File: config.mk
export PLATFORM = sky130hd
export DESIGN_NAME = sdfm_data_fifo_flat
export DESIGN_NICKNAME = d
export VERILOG_FILES = /design/src/rtl/sdfm_data_fifo_if.sv /design/src/rtl/sdfm_data_fifo.sv /design/src/flat_wrapper.sv
export SDC_FILE = /design/constraint.sdc
export NUM_CORES = 1
export LEC_CHECK = 0
export ABC_CLOCK_PERIOD_IN_PS = 3200
export CAP_MARGIN = 25
export CORE_MARGIN = 2
export CORE_UTILIZATION = 56
export DETAILED_ROUTE_END_ITERATION = 10
export PLACE_DENSITY = 0.92
export SYNTH_ARGS = -nofsm -noshare
export SYNTH_HDL_FRONTEND = slang
export SYNTH_SLANG_ARGS = --single-unit
File: constraint.sdc
create_clock -name SYSCLK -period 3.2 [get_ports SYSCLK]
set_input_delay 0.32 -clock SYSCLK [delete_from_list [all_inputs] [get_ports SYSCLK]]
set_output_delay 0.32 -clock SYSCLK [all_outputs]
set_load 0.005 [all_outputs]
File: src/rtl/sdfm_data_fifo_if.sv
// Bus between the sigma-delta filter, the CPU register block and the per-channel result FIFO.
// The master side drives the filter and register controls; the slave side is the FIFO.
interface sdfm_data_fifo_if #(
   parameter int AW = 2
);
   logic [31:0] filt_data_in;
   logic        filt_data_update;
   logic        reg_filten;
   logic        reg_filtask;
   logic [AW:0] reg_fifolvl;
   logic        reg_drie;
   logic        reg_ovfie;
   logic        rd_en;
   logic        clr_dr;
   logic        clr_ovf;
   logic [31:0] rd_data;
   logic [AW:0] fifo_cnt;
   logic        flg_dr;
   logic        flg_ovf;
   logic        irq;

   modport master (
      output filt_data_in, filt_data_update, reg_filten, reg_filtask, reg_fifolvl,
             reg_drie, reg_ovfie, rd_en, clr_dr, clr_ovf,
      input  rd_data, fifo_cnt, flg_dr, flg_ovf, irq
   );

   modport slave (
      input  filt_data_in, filt_data_update, reg_filten, reg_filtask, reg_fifolvl,
             reg_drie, reg_ovfie, rd_en, clr_dr, clr_ovf,
      output rd_data, fifo_cnt, flg_dr, flg_ovf, irq
   );
endinterface

File: src/rtl/sdfm_data_fifo.sv
// Per-channel first-word-fall-through buffer for 32-bit filter results, with
// programmable data-ready level, sticky overflow flag and a registered interrupt.
module sdfm_data_fifo #(
   parameter int DEPTH = 4,
   parameter int AW    = 2
) (
   input logic               SYSCLK,
   input logic               SYSRSTn,
   sdfm_data_fifo_if.slave   bus
);
   localparam logic [AW:0] DEPTH_C = (AW+1)'(DEPTH);
   localparam logic [AW:0] ONE_C   = (AW+1)'(1);

   logic [31:0]   mem [DEPTH];
   logic [AW-1:0] wp;
   logic [AW-1:0] rp;
   logic [AW:0]   cnt;
   logic [AW:0]   cnt_next;
   logic [AW:0]   thr;
   logic          full;
   logic          empty;
   logic          pop;
   logic          wr;
   logic          ovf_evt;
   logic          lvl;
   logic          flg_dr;
   logic          flg_ovf;
   logic          irq;

   assign full    = (cnt == DEPTH_C);
   assign empty   = (cnt == '0);
   assign pop     = bus.rd_en & ~empty;
   // A pop in the same cycle frees the slot, so a strobe on a full FIFO is still accepted.
   assign wr      = bus.filt_data_update & bus.reg_filten & (~full | pop);
   assign ovf_evt = bus.filt_data_update & bus.reg_filten & full & ~pop;

   always_comb begin
      cnt_next = cnt;
      if (wr && !pop)
         cnt_next = cnt + ONE_C;
      else if (!wr && pop)
         cnt_next = cnt - ONE_C;
   end

   // Threshold clamped into 1..DEPTH so a zero level never reports "ready" on an empty FIFO.
   always_comb begin
      thr = bus.reg_fifolvl;
      if (bus.reg_fifolvl == '0)
         thr = ONE_C;
      else if (bus.reg_fifolvl > DEPTH_C)
         thr = DEPTH_C;
   end

   assign lvl = (cnt_next >= thr);

   always_ff @(posedge SYSCLK or negedge SYSRSTn) begin
      if (!SYSRSTn) begin
         wp      <= '0;
         rp      <= '0;
         cnt     <= '0;
         flg_dr  <= 1'b0;
         flg_ovf <= 1'b0;
         irq     <= 1'b0;
      end else begin
         irq <= (flg_dr & bus.reg_drie) | (flg_ovf & bus.reg_ovfie);
         if (!bus.reg_filten) begin
            wp      <= '0;
            rp      <= '0;
            cnt     <= '0;
            flg_dr  <= 1'b0;
            flg_ovf <= 1'b0;
         end else begin
            if (wr)
               wp <= wp + 1'b1;
            if (pop)
               rp <= rp + 1'b1;
            cnt <= cnt_next;
            if (bus.reg_filtask)
               flg_dr <= lvl | (flg_dr & ~bus.clr_dr);
            else
               flg_dr <= lvl;
            flg_ovf <= ovf_evt | (flg_ovf & ~bus.clr_ovf);
         end
      end
   end

   // Storage carries no reset; validity is tracked entirely by cnt and the pointers.
   always_ff @(posedge SYSCLK) begin
      if (wr)
         mem[wp] <= bus.filt_data_in;
   end

   assign bus.rd_data  = empty ? 32'h0 : mem[rp];
   assign bus.fifo_cnt = cnt;
   assign bus.flg_dr   = flg_dr;
   assign bus.flg_ovf  = flg_ovf;
   assign bus.irq      = irq;
endmodule

File: src/flat_wrapper.sv
// flat-port wrapper written by rule: the top's interface ports become plain ports
module sdfm_data_fifo_flat 
#(
   parameter int DEPTH = 4,
   parameter int AW    = 2
)
  (SYSCLK, SYSRSTn, bus_filt_data_in, bus_filt_data_update, bus_reg_filten, bus_reg_filtask, bus_reg_fifolvl, bus_reg_drie, bus_reg_ovfie, bus_rd_en, bus_clr_dr, bus_clr_ovf, bus_rd_data, bus_fifo_cnt, bus_flg_dr, bus_flg_ovf, bus_irq);
  sdfm_data_fifo_if #(.AW(AW)) bus_i ();
  input logic SYSCLK;
  input logic SYSRSTn;
  input wire logic [$bits(bus_i.filt_data_in)-1:0] bus_filt_data_in;
  input wire logic [$bits(bus_i.filt_data_update)-1:0] bus_filt_data_update;
  input wire logic [$bits(bus_i.reg_filten)-1:0] bus_reg_filten;
  input wire logic [$bits(bus_i.reg_filtask)-1:0] bus_reg_filtask;
  input wire logic [$bits(bus_i.reg_fifolvl)-1:0] bus_reg_fifolvl;
  input wire logic [$bits(bus_i.reg_drie)-1:0] bus_reg_drie;
  input wire logic [$bits(bus_i.reg_ovfie)-1:0] bus_reg_ovfie;
  input wire logic [$bits(bus_i.rd_en)-1:0] bus_rd_en;
  input wire logic [$bits(bus_i.clr_dr)-1:0] bus_clr_dr;
  input wire logic [$bits(bus_i.clr_ovf)-1:0] bus_clr_ovf;
  output wire logic [$bits(bus_i.rd_data)-1:0] bus_rd_data;
  output wire logic [$bits(bus_i.fifo_cnt)-1:0] bus_fifo_cnt;
  output wire logic [$bits(bus_i.flg_dr)-1:0] bus_flg_dr;
  output wire logic [$bits(bus_i.flg_ovf)-1:0] bus_flg_ovf;
  output wire logic [$bits(bus_i.irq)-1:0] bus_irq;
  assign bus_i.filt_data_in = bus_filt_data_in;
  assign bus_i.filt_data_update = bus_filt_data_update;
  assign bus_i.reg_filten = bus_reg_filten;
  assign bus_i.reg_filtask = bus_reg_filtask;
  assign bus_i.reg_fifolvl = bus_reg_fifolvl;
  assign bus_i.reg_drie = bus_reg_drie;
  assign bus_i.reg_ovfie = bus_reg_ovfie;
  assign bus_i.rd_en = bus_rd_en;
  assign bus_i.clr_dr = bus_clr_dr;
  assign bus_i.clr_ovf = bus_clr_ovf;
  assign bus_rd_data = bus_i.rd_data;
  assign bus_fifo_cnt = bus_i.fifo_cnt;
  assign bus_flg_dr = bus_i.flg_dr;
  assign bus_flg_ovf = bus_i.flg_ovf;
  assign bus_irq = bus_i.irq;
  sdfm_data_fifo #(.DEPTH(DEPTH), .AW(AW)) u_core (.SYSCLK(SYSCLK), .SYSRSTn(SYSRSTn), .bus(bus_i));
endmodule
==> metrics.txt <==
Startpoint Class flip-flop; Max Root-Sink Buffers 2; Synth Net Count 340; Slowest cell on crit path mux4_1; Avg Vias per Cell 5.64; Vert. Die Dim about 100 um; Die Wd approximately 100 um; All-Layer GR Usage 20.9%; delay-heaviest family, CP buffers and inverters; area of the multi-input gates around 0.0014 mm2; remaining global-route overflow 0; PD cells ~770 mW/mm2; pin count of the biggest net entering global routing 36; Hold Fails Final Rpt 0; post-route ant nets 0; Final Power ~5.5 mW; largest cells by area after synthesis edfxtp_1, mux4_2, and2_1; Lkg Pwr around 2.4 nW; slew margin rel. a little over two fifths; max-slew violations 0; Worst-Margin Slew 0.849 ns; Mapped Cells roughly 290; RSZ-0062 raised after global routing false; Mean Syn Cell Area 19.8 um2; post-DP HPWL approximately 6.6 mm; crit path buf inv count 2; post-CTS setup repair buffer count 0; vias in the first global route 3,171; # nets final around 440; post-synthesis sequential area ratio 72.5%; CTS sink cnt ~140; commonest non-fill, non-tap cell in the layout edfxtp_1; synthesized cell area between 0.005 and 0.006 mm2; TNS Setup 0 ns; port bufs slightly above 80; Starting Density between 50 and 60%; First-pass DRT Iterations 4; Max Fanout on Critical Path 29; Routed WL per cell between 20 and 25 um; CTS hold repair buffers 0; register area a little over 0.004 mm2; commonest cells after routing, fill and taps aside edfxtp_1, clkdlybuf4s50_1, and2_1, mux4_2, clkbuf_16; fillers approximately 570; full die area 0.0109 mm2; Setup Skew a little over 0.006 ns; layout cells sized above 1 18.7%; r2r setup slk about 0.63 ns; CP endpoint kind output port; Core ar. between 0.009 and 0.01 mm2; Via Count a little under 3k; Cell variety after synth 31; Iteration-0 DRC Markers around 210; antenna violations before repair 0; GPL Wtd Cong between 0.8 and 0.9; Hold Path Class in2async; Max Cap Viol 0; Num CTS Buffers 17; clock latency on the worst-skew pair between 0.5 and 0.6 ns; DRC errors left 0; Synth top area share 68.0%; CTS clk-pin slew, worst paths 0.06 ns; leading area contributor after synthesis edfxtp_1; WS Path Type reg2out; CTS tree done; synth warn 0; WL final about 11 mm; Area Overhead vs Synth 27.2%; critical path required time 2.88 ns; maximum VDD drop about 450 uV; Final min period 2.88 ns; endpoints failing setup 0; global-route wire length before repair around 17 mm; post-cts resize count 0; crit path DAT 2.56 ns; io pins 83; status completed; Rows 36; root buffer cell clkbuf_8; fin crit share between 80% and 90%; FF+latch count, synth roughly 140; FMAX 347 MHz; antenna cells 0; cells along the critical path buf_12, mux4_1, and2_1, clkdlybuf4s50_1; Largest stage delay, worst path 0.62 ns; H-tree depth 4
## power by group
| part | internal, mW | leakage, nW | switching (mW) |
|---|---|---|---|
| Sequential | 2.08 | 1.29 | 0.0969 |
| Clock | 1.17 | 0.269 | 0.694 |
| Combinational | 0.885 | 0.879 | 0.587 |
## per-layer routing
layer / global-route usage (%) / vias up / routed length (um)
li1: - / 1317 / -
met1: 26.0 / 1518 / 4390
met2: 33.9 / 125 / 5430
met3: 6.45 / 18 / 716
met4: 9.27 / 0 / 162
met5: 0 / - / 0
## cells in the mapped netlist
| cell | n |
|---|---|
| dfrtp_1 | 10 |
| a31oi_1 | 1 |
| and2_1 | 41 |
| xnor2_1 | 5 |
| nor3_1 | 1 |
| nand2b_1 | 1 |
| ha_1 | 10 |
| a21boi_0 | 2 |
| buf_12 | 3 |
| nand2_1 | 8 |
| buf_2 | 4 |
| buf_6 | 1 |
| nand3_1 | 1 |
| nor2_1 | 2 |
| a22o_1 | 1 |
| mux4_2 | 28 |
| o21ai_0 | 4 |
| o21a_1 | 2 |
| o221a_2 | 1 |
| a21oi_1 | 2 |
| inv_1 | 8 |
| mux4_1 | 4 |
| clkbuf_1 | 5 |
| and3b_1 | 2 |
| edfxtp_1 | 128 |
| mux2i_1 | 2 |
| o2bb2ai_1 | 1 |
| a211oi_1 | 2 |
| nand2b_4 | 1 |
| a22oi_4 | 1 |
| nor2b_1 | 3 |
## logic make-up (layout without fill, tap and decap cells)
group	after synthesis	in the layout	share of synthesized area (%)
XOR/XNOR	5	5	0.775
AND/OR/NAND/NOR	60	60	6.38
flip-flops	138	138	72.5
adder cells (fa/ha/maj)	10	10	2.21
multiplexers	34	34	13.4
buffers and inverters	21	131	2.48
AO/OA/AOI/OAI	17	17	2.32
## area by class of cell
class | count | share of cell area, %
clock inverters | 14 | 2.16
well taps | 133 | 2.32
inverters | 8 | 0.418
clock buffers | 18 | 5.81
repair buffers | 91 | 12.5
multi-input cells | 126 | 19.8
flip-flops and latches | 138 | 57.0
## registers in the layout, summed over array words and instances (netlist names)
register and cells:
u_core.mem 128, u_core.bus.fifo_cnt 3, u_core.rp 2, u_core.wp 2, u_core.bus.flg_dr 1, u_core.bus.flg_ovf 1
u_core.bus.irq 1
## path summary, 6_finish.rpt
| check | startpoint | endpoint | depth (start not counted) |
|---|---|---|---|
| max reg2reg | u_core.bus.fifo_cnt[0] | u_core.bus.flg_dr | 10 |
| max in group asynchronous | SYSRSTn | u_core.rp[0] | 1 |
| min | SYSRSTn | u_core.wp[1] | 1 |
| min reg2reg | u_core.bus.flg_ovf | u_core.bus.irq | 1 |
| max | u_core.rp[0] | bus_rd_data[1] | 4 |
| min in group SYSCLK | bus_reg_drie | u_core.bus.irq | 2 |
## stage by stage
step                area [um2]  utilization (%)  cells  setup WS [ns]  hold WS (ns)
floorplan                 5650                -    285          0.980        0.0244
global placement          6620             67.7    496          0.676         0.518
detailed placement        6620             67.7    496          0.571         0.530
CTS                       7190             73.5    528          0.271         0.127
global route              7190             73.5    528          0.174         0.137
finish                    7190             73.5    528          0.320         0.141
Power figures use the tool's default switching activity.
